## config.mk

```make
export PLATFORM = sky130hd
export DESIGN_NAME = input_sampler_ctrl
export DESIGN_NICKNAME = d
export VERILOG_FILES = /design/src/rtl/input_map_pkg.sv /design/src/rtl/debounce_bit.sv /design/src/rtl/input_sampler_ctrl.sv
export SDC_FILE = /design/constraint.sdc
export NUM_CORES = 1
export LEC_CHECK = 0
export CAP_MARGIN = 20
export CORE_ASPECT_RATIO = 0.7
export CORE_MARGIN = 1
export CORE_UTILIZATION = 45
export CTS_BUF_LIST = sky130_fd_sc_hd__clkbuf_4 sky130_fd_sc_hd__clkbuf_8
export DETAILED_ROUTE_END_ITERATION = 7
export GPL_TIMING_DRIVEN = 0
export PLACE_DENSITY = 0.66
export SLEW_MARGIN = 15
export SYNTH_ARGS = -nofsm -noshare
export SYNTH_HDL_FRONTEND = slang
export SYNTH_SLANG_ARGS = --single-unit
export TNS_END_PERCENT = 1
```

## constraint.sdc

```tcl
create_clock -name clk -period 4.05 [get_ports clk]
set_clock_uncertainty 0.2 [all_clocks]
set_input_delay 0.6075 -clock clk [delete_from_list [all_inputs] [get_ports clk]]
set_output_delay 0.6075 -clock clk [all_outputs]
set_load 0.02 [all_outputs]
```

## src/rtl/input_map_pkg.sv

```systemverilog
// Shared definitions for the memory-mapped input path.
// Contents:
//   ADDR_IR / ADDR_SW / ADDR_EVT : load-mux word addresses (29, 30, 31)
//   NUM_SW                       : number of switch/button lines
//   db_state_e                   : per-bit debounce state {STABLE, COUNTING}
//   pack_evt()                   : event register readback layout
package input_map_pkg;

  localparam logic [4:0] ADDR_IR  = 5'd29;
  localparam logic [4:0] ADDR_SW  = 5'd30;
  localparam logic [4:0] ADDR_EVT = 5'd31;

  localparam int NUM_SW = 5;

  typedef enum logic {
    STABLE   = 1'b0,
    COUNTING = 1'b1
  } db_state_e;

  // Event word as seen by the processor: {26'b0, ir_evt, sw_evt[4:0]}.
  function automatic logic [31:0] pack_evt(input logic ir_evt, input logic [4:0] sw_evt);
    return {26'b0, ir_evt, sw_evt};
  endfunction

endpackage

```

## src/rtl/debounce_bit.sv

```systemverilog
// Synchronizer plus debounce filter for one asynchronous input bit.
// Ports:
//   clk    : system clock
//   reset  : synchronous active-high reset
//   din    : raw asynchronous input
//   stable : debounced level (registered)
//   rise   : one-cycle pulse, high in the first cycle stable reads 1 after a 0->1 acceptance
// A new level is accepted once the synchronized input has disagreed with
// stable on DEBOUNCE_CYCLES consecutive clock edges.
module debounce_bit
  import input_map_pkg::*;
#(
  parameter  int DEBOUNCE_CYCLES = 250000,
  localparam int CNT_W           = $clog2(DEBOUNCE_CYCLES + 1)
) (
  input  logic clk,
  input  logic reset,
  input  logic din,
  output logic stable,
  output logic rise
);

  localparam logic [CNT_W-1:0] CNT_LAST = CNT_W'(DEBOUNCE_CYCLES - 1);
  localparam logic [CNT_W-1:0] CNT_ONE  = CNT_W'(1);

  logic             sync1_reg;
  logic             sync2_reg;
  db_state_e        state_reg, state_next;
  logic [CNT_W-1:0] cnt_reg, cnt_next;
  logic             stable_reg, stable_next;
  logic             rise_reg, rise_next;

  always_ff @(posedge clk) begin
    if (reset) begin
      sync1_reg  <= 1'b0;
      sync2_reg  <= 1'b0;
      state_reg  <= STABLE;
      cnt_reg    <= '0;
      stable_reg <= 1'b0;
      rise_reg   <= 1'b0;
    end else begin
      sync1_reg  <= din;
      sync2_reg  <= sync1_reg;
      state_reg  <= state_next;
      cnt_reg    <= cnt_next;
      stable_reg <= stable_next;
      rise_reg   <= rise_next;
    end
  end

  // The edge that leaves STABLE already counts as the first disagreeing
  // edge, so the counter starts at 1 and the acceptance edge is the one
  // where it holds DEBOUNCE_CYCLES-1.
  always_comb begin
    state_next  = state_reg;
    cnt_next    = cnt_reg;
    stable_next = stable_reg;
    rise_next   = 1'b0;
    case (state_reg)
      STABLE: begin
        if (sync2_reg != stable_reg) begin
          state_next = COUNTING;
          cnt_next   = CNT_ONE;
        end else begin
          cnt_next = '0;
        end
      end
      COUNTING: begin
        if (sync2_reg == stable_reg) begin
          state_next = STABLE;
          cnt_next   = '0;
        end else if (cnt_reg == CNT_LAST) begin
          state_next  = STABLE;
          cnt_next    = '0;
          stable_next = sync2_reg;
          rise_next   = sync2_reg;
        end else begin
          cnt_next = cnt_reg + CNT_ONE;
        end
      end
      default: begin
        state_next = STABLE;
        cnt_next   = '0;
      end
    endcase
  end

  assign stable = stable_reg;
  assign rise   = rise_reg;

endmodule

```

## src/rtl/input_sampler_ctrl.sv

```systemverilog
// Input sampling front end for the processor's memory-mapped input path.
// Ports:
//   clk       : system clock
//   reset     : synchronous active-high reset
//   sw[4:0]   : raw switch/button pins (asynchronous)
//   IR        : raw infrared sensor pin (asynchronous)
//   dir[4:0]  : processor data-memory word address
//   rd_en     : processor load strobe
//   sw_stable : debounced switch levels (load mux, address 30)
//   ir_stable : debounced IR level (load mux, address 29)
//   evt_data  : sticky rising-edge event register (load mux, address 31),
//               cleared by a load from address 31
module input_sampler_ctrl
  import input_map_pkg::*;
#(
  parameter int DEBOUNCE_CYCLES = 250000
) (
  input  logic              clk,
  input  logic              reset,
  input  logic [NUM_SW-1:0] sw,
  input  logic              IR,
  input  logic [4:0]        dir,
  input  logic              rd_en,
  output logic [NUM_SW-1:0] sw_stable,
  output logic              ir_stable,
  output logic [31:0]       evt_data
);

  localparam int NUM_IN = NUM_SW + 1;

  // Bit NUM_SW is the IR line, lower bits are the switches.
  logic [NUM_IN-1:0] raw_in;
  logic [NUM_IN-1:0] stable_vec;
  logic [NUM_IN-1:0] rise_vec;
  logic [NUM_IN-1:0] flags_reg, flags_next;
  logic              clr_evt;

  assign raw_in = {IR, sw};

  for (genvar gi = 0; gi < NUM_IN; gi++) begin : g_db
    debounce_bit #(
      .DEBOUNCE_CYCLES(DEBOUNCE_CYCLES)
    ) u_db (
      .clk   (clk),
      .reset (reset),
      .din   (raw_in[gi]),
      .stable(stable_vec[gi]),
      .rise  (rise_vec[gi])
    );
  end

  // Clearing takes effect at the edge ending the read cycle, so the load
  // captures the pre-clear word. A rise arriving on that same edge is ORed
  // in after the clear and therefore survives.
  assign clr_evt = rd_en && (dir == ADDR_EVT);

  always_comb begin
    flags_next = flags_reg;
    if (clr_evt) begin
      flags_next = '0;
    end
    flags_next = flags_next | rise_vec;
  end

  always_ff @(posedge clk) begin
    if (reset) begin
      flags_reg <= '0;
    end else begin
      flags_reg <= flags_next;
    end
  end

  assign sw_stable = stable_vec[NUM_SW-1:0];
  assign ir_stable = stable_vec[NUM_SW];
  assign evt_data  = pack_evt(flags_reg[NUM_SW], flags_reg[NUM_SW-1:0]);

endmodule

```

==> results of run 1 <==
power breakdown:
| part | internal (mW) | leakage, nW | switching (mW) | total [mW] |
|---|---|---|---|---|
| Combinational | 0.0354 | 1.01 | 0.0414 | 0.0768 |
| Clock | 0.687 | 0.211 | 0.533 | 1.22 |
| Sequential | 1.42 | 1.16 | 0.00646 | 1.43 |
| Total | 2.15 | 2.38 | 0.581 | 2.73 |
how the worst max path moves through the flow:
stage / endpoint / slack, ns / cells after the start
final: g_db[5].u_db.cnt_reg[12]$_SDFF_PP0_ / 1.41 / 6
after global routing: g_db[2].u_db.cnt_reg[14]$_SDFF_PP0_ / 1.25 / 6
after CTS: g_db[5].u_db.cnt_reg[12]$_SDFF_PP0_ / 1.41 / 6
after detailed placement: g_db[4].u_db.cnt_reg[11]$_SDFF_PP0_ / 1.21 / 7
after global placement: g_db[4].u_db.cnt_reg[12]$_SDFF_PP0_ / 1.26 / 7
after floorplan: g_db[5].u_db.cnt_reg[10]$_SDFF_PP0_ / 1.81 / 6
through the flow:
stage	util	hold slack (ns)	setup slack [ns]	total power, mW	cells
2_1_floorplan	-	0.213	1.81	1.52	751
3_3_place_gp	0.514	0.219	1.26	1.54	961
3_5_place_dp	0.514	0.223	1.21	1.54	961
4_1_cts	0.547	0.241	1.41	2.76	993
5_1_grt	0.547	0.266	1.25	2.83	993
6_report	0.547	0.238	1.41	2.73	993
layer usage:
metal	track usage	vias up
met5	0	-
met4	0.0761	0
met3	0.0430	12
met2	0.311	109
met1	0.247	2448
li1	-	2617
cells in the mapped netlist (3+ instances only):
cell type,instances,area share
or3_1,8,0.0079
ha_1,6,0.012
nand3_1,42,0.033
inv_1,34,0.020
a21o_1,3,0.0036
clkbuf_1,8,0.0047
o21ai_0,4,0.0032
nor3_1,19,0.015
a21oi_1,35,0.028
buf_2,3,0.0024
o31ai_1,10,0.012
o21ai_2,3,0.0041
or4_1,19,0.022
nor4_1,27,0.027
buf_4,33,0.039
xnor2_1,61,0.084
a31o_2,4,0.0055
and4_1,5,0.0069
nand4_1,33,0.033
nor2_1,114,0.067
nand2_1,28,0.017
nor2b_1,12,0.012
dfxtp_1,144,0.45
o21bai_1,3,0.0036
xor2_1,26,0.036
and3_1,16,0.016
nand2b_1,5,0.0049
worst max-delay path, cell delays in order, from the launching register on:
cell     delay, ns
dfxtp_1       0.37
or4b_2        0.68
nor3_1        0.52
a21bo_2       0.22
buf_2         0.19
buf_2         0.26
nor2_1        0.08
final cells by class:
type	count	area [sq um]	area share
inverter	34	128	0.0174
multi-input combinational	528	3130	0.425
clock inverter	9	130	0.0177
clock buffer	23	304	0.0414
buffer	45	298	0.0405
sequential	144	2880	0.392
tap	185	231	0.0315
timing repair buffer	25	250	0.0340
cell families (layout without fill, tap and decap cells):
| kind of cell | Yosys count | count (layout) | share of synthesized area |
|---|---|---|---|
| other | 1 | 26 | 0.000591 |
| xor gates and xnor gates | 87 | 87 | 0.120 |
| muxes | 2 | 2 | 0.00316 |
| AOI/OAI and AO/OA | 68 | 68 | 0.0665 |
| adders and majority gates | 6 | 6 | 0.0118 |
| and+or+nand+nor | 339 | 339 | 0.276 |
| DFF | 144 | 144 | 0.455 |
| buffers and inverters | 79 | 136 | 0.0671 |
==> results_dict.tcl, run 1 <==
set metrics [dict create \
    outcome "finished, final reports clean" \
    insertion_delay_ns 0.44 \
    relSlewSlack 0.563 \
    cp-end-kind "register" \
    vias 5186 \
    routed_wirelength_mm 13.3 \
    wl_met3_um 517 \
    antenna_left 0 \
    async_reset_ff_frac 0 \
    fill_cells 1247 \
    dr.pass1.iters 5 \
    hold_depth 1 \
    port_buffers 25 \
    synth_edf_count 0 \
    place_congestion 0.895 \
    highest_layer "met4" \
    clkSlewWorstSetupHoldPaths_ns 0.08 \
    worstPathMaxFanout 10 \
    dp_hpwl_mm 9.49 \
    n_antenna_cell 0 \
    ys_ff_latch 144 \
    io-pin-count 52 \
    min_to "g_db[3].u_db.sync2_reg$_SDFF_PP0_" \
    grt_usage 0.191 \
    period_share 0.651 \
    peakVddDrop_uv 182 \
    cp.arrival_ns 2.77 \
    worst_pin_slew_ns 0.650 \
    setup_viol 0 \
    dr.first_iter.drc_count 224 \
    wl_met1_mm 6.51 \
    area_delta_synth_final_pct 15.9 \
    initial_core_util 0.472 \
    final_area_sq_um 7350 \
    rows 35 \
    overflow 0 \
    path_class "reg -> reg" \
    cts_num_sinks 144 \
    synth_area_sq_um 6340 \
    synth_cell_types 43 \
    synth.avg_cell_area_sq_um 8.73 \
    post-cts-setup-buffers 0 \
    layout.nets 815 \
    crit_start "g_db[5].u_db.cnt_reg[8]$_SDFF_PP0_" \
    reg2reg_setup_slack_ns 1.41 \
    rsz0062_at_grt "false" \
    clockRootBuffer "clkbuf_8" \
    hold_viol 0 \
    placed_cell_area_sq_um 6920 \
    mostFrequentLayoutCell "dfxtp_1" \
    ctsResizeCount 0 \
    cp-start-kind "register" \
    power_leakage_nw 2.38 \
    dieArea_sq_um 14600 \
    avgViaCountPerCell 5.22 \
    die_h_um 101 \
    ys.flop_type "dfxtp_1" \
    p_per_area_nw_per_um2 371 \
    hold_path_startpoint "g_db[3].u_db.sync1_reg$_SDFF_PP0_" \
    finalCriticalPeriod_ns 2.64 \
    worstPathRequired_ns 4.18 \
    met2_length_mm 6.08 \
    r2r_start "g_db[5].u_db.cnt_reg[8]$_SDFF_PP0_" \
    r2r-end "g_db[5].u_db.cnt_reg[12]$_SDFF_PP0_" \
    cts-buffers-inserted 17 \
    layout_common_cells "144 x dfxtp_1, 114 x nor2_1, 61 x xnor2_1" \
    drv_cap 0 \
    drv_slew 0 \
    grt_max_degree 17 \
    die_width_um 144 \
    tns_ns 0 \
    antenna_found_initial 0 \
    drt-wirelength-per-cell_um 13.4 \
    grt_pass1_wl_mm 22.0 \
    grt_pass1_vias 4805 \
    clockBufferDepth 2 \
    htree_levels 4 \
    cts_tree "done" \
    hold_path.class "reg -> reg" \
    largest_reg_flops 108 \
    yosys_warnings 0 \
    core-area_sq_um 13400 \
    drc_errors 0 \
    ff2ff_path_depth 6 \
    netlist_instances 726 \
    fmax_mhz 379 \
    synth-seq-area-share 0.455 \
    holdBufCountCts 0 \
    drive_gt1_frac 0.100 \
]
Power figures use the tool's default switching activity.
==> inputs of run 2 (changes only) <==
PLACE_DENSITY = 0.69   (was 0.66)
clock period = 2.1 ns   (was 4.05 ns; I/O delays follow)
==> run 2 against run 1 <==
  * Via count increased by 0.15%
  * Non-clock buffer count is 7 higher
  * The flow now finishes with violations (negative setup slack)
  * Sequential share of layout area is 1.3 points lower
  * First-iteration DRC count increased by 24%
  * Largest power group unchanged
  * Worst setup slack worse by 1.6 ns
  * Highest routed layer unchanged
  * Critical endpoint is now g_db[3].u_db.stable$_SDFFE_PP0P_
  * Design area rose by 4.5%
  * Flip-flop and latch count unchanged
  * Final cell count rose by 0.70%
  * Largest cell class unchanged
  * Sequential power grew 93%
==> results_dict.tcl, run 2 (synthesis results as in run 1) <==
set metrics [dict create \
    place_inst 961 \
    n_antenna_cell 0 \
    cpMostUsedCell "or4_4" \
    finalCriticalPeriod_ns 2.25 \
    period_share 1.07 \
    drc_errors 0 \
    drv_cap 0 \
    cts-buffers-inserted 17 \
    violations "negative setup slack" \
    grt_usage 0.195 \
    clockBufferDepth 2 \
    cp_slowest_cell "or4_4" \
    die_width_um 144 \
    worstPathMaxFanout 4 \
    grt_pass1_vias 4748 \
    cts_num_sinks 144 \
    cp-end-kind "register" \
    peakVddDrop_uv 332 \
    clkSlewWorstSetupHoldPaths_ns 0.08 \
    port_buffers 25 \
    core-area_sq_um 13400 \
    relSlewSlack 0.577 \
    avgViaCountPerCell 5.19 \
    largest_reg_flops 108 \
    power_leakage_nw 2.53 \
    p_per_area_nw_per_um2 686 \
    area_delta_synth_final_pct 21.1 \
    routed_wirelength_mm 13.6 \
    cts_tree "done" \
    mostFrequentLayoutCell "dfxtp_1" \
    worst_pin_slew_ns 0.628 \
    layout.nets 822 \
    rsz0062_at_grt "true" \
    hold_path.class "in -> reg" \
    holdBufCountCts 0 \
    htree_levels 4 \
    tns_ns -1.01 \
    initial_core_util 0.472 \
    drv_slew 0 \
    overflow 0 \
    insertion_delay_ns 0.45 \
    dr.first_iter.drc_count 278 \
    rows 35 \
    grt_pass1_wl_mm 22.0 \
    final_cells 1000 \
    dr.pass1.iters 5 \
    drt-wirelength-per-cell_um 13.6 \
    cp.arrival_ns 2.43 \
    path_cells "or4_1 -> or4_4 -> or4_4 -> a21oi_2" \
    dp_hpwl_mm 9.48 \
    path_class "reg -> reg" \
    fmax_mhz 445 \
    hold_viol 0 \
    worstPathRequired_ns 2.29 \
    dieArea_sq_um 14600 \
    antenna_left 0 \
    drive_gt1_frac 0.173 \
    vias 5194 \
    die_h_um 101 \
    cp-start-kind "register" \
    setup_viol 22 \
    clockRootBuffer "clkbuf_8" \
    layout_common_cells "127 x dfxtp_1, 113 x nor2_1, 61 x xnor2_1" \
    place_congestion 0.870 \
    outcome "complete, but fails checks" \
    io-pin-count 52 \
    fin_ws_ns -0.146 \
    antenna_found_initial 0 \
    critical-path-max-stage-delay_ns 0.57 \
    grt_max_degree 17 \
]
-- run 2: cell count changes in the layout (fill, tap and decap cells not counted), sizes merged --
cell           previous run  this run
buf                      36        51
clkbuf                   32        28
clkdlybuf4s50            25        21
clkinv                    2         5
clkinvlp                  4         1
-- run 2: final cells by class --
class	instances	area, sq um
inverters	34	128
fillers	1198	5760
well taps	185	231
repair buffers	34	319
clock buffers	23	304
clock inverters	9	130
plain buffers	43	329
multi-input cells	528	3330
flip-flops and latches	144	2910
-- run 2: worst paths after layout --
check / from / end / slack [ns] / cells past startpoint
hold reg to reg: g_db[4].u_db.sync1_reg$_SDFF_PP0_ / g_db[4].u_db.sync2_reg$_SDFF_PP0_ / 0.24 / 1
setup / recovery: g_db[3].u_db.cnt_reg[9]$_SDFF_PP0_ / g_db[3].u_db.stable$_SDFFE_PP0P_ / -0.15 / 4
hold / removal: sw[0] / g_db[0].u_db.sync1_reg$_SDFF_PP0_ / 0.22 / 2
setup reg to reg: g_db[3].u_db.cnt_reg[9]$_SDFF_PP0_ / g_db[3].u_db.stable$_SDFFE_PP0P_ / -0.15 / 4
-- run 2: critical path, delay by kind of cell (launching register included) --
kind               cells  cell delay [ns]
AOI/OAI and AO/OA      1             0.14
and+or+nand+nor        3             1.50
DFF                    1             0.35
-- run 2: what timing repair did --
item | 4_1_cts | 5_1_grt
pin swaps | 13 | 18
buffers inserted | 8 | 1
setup endpoints to repair | 103 | 95
resized for setup | 54 | 28
-- run 2: layer usage --
| layer | vias up | wire [um] | part of all wire | track usage |
|---|---|---|---|---|
| li1 | 2629 | - | - | - |
| met1 | 2423 | 6360 | 0.47 | 0.246 |
| met2 | 126 | 6360 | 0.47 | 0.314 |
| met3 | 16 | 689 | 0.051 | 0.0577 |
| met4 | 0 | 150 | 0.011 | 0.0720 |
| met5 | - | 0 | 0 | 0 |
-- run 2: per-stage QoR --
stage	util	instance area, sq um	power [mW]	hold WS, ns	worst slack [ns]
after detailed placement	0.515	6920	2.97	0.222	-0.574
after CTS	0.565	7600	5.31	0.199	-0.231
after global placement	0.515	6920	2.96	0.219	-0.482
after floorplan	-	6440	2.93	0.187	-0.142
after global routing	0.571	7680	5.46	0.192	-0.184
final	0.571	7680	5.27	0.224	-0.146
-- run 2: power by group --
part | leakage [nW] | switching (mW) | internal, mW
combinational | 1.13 | 0.0800 | 0.0695
clock | 0.223 | 1.03 | 1.33
sequential | 1.17 | 0.0130 | 2.74
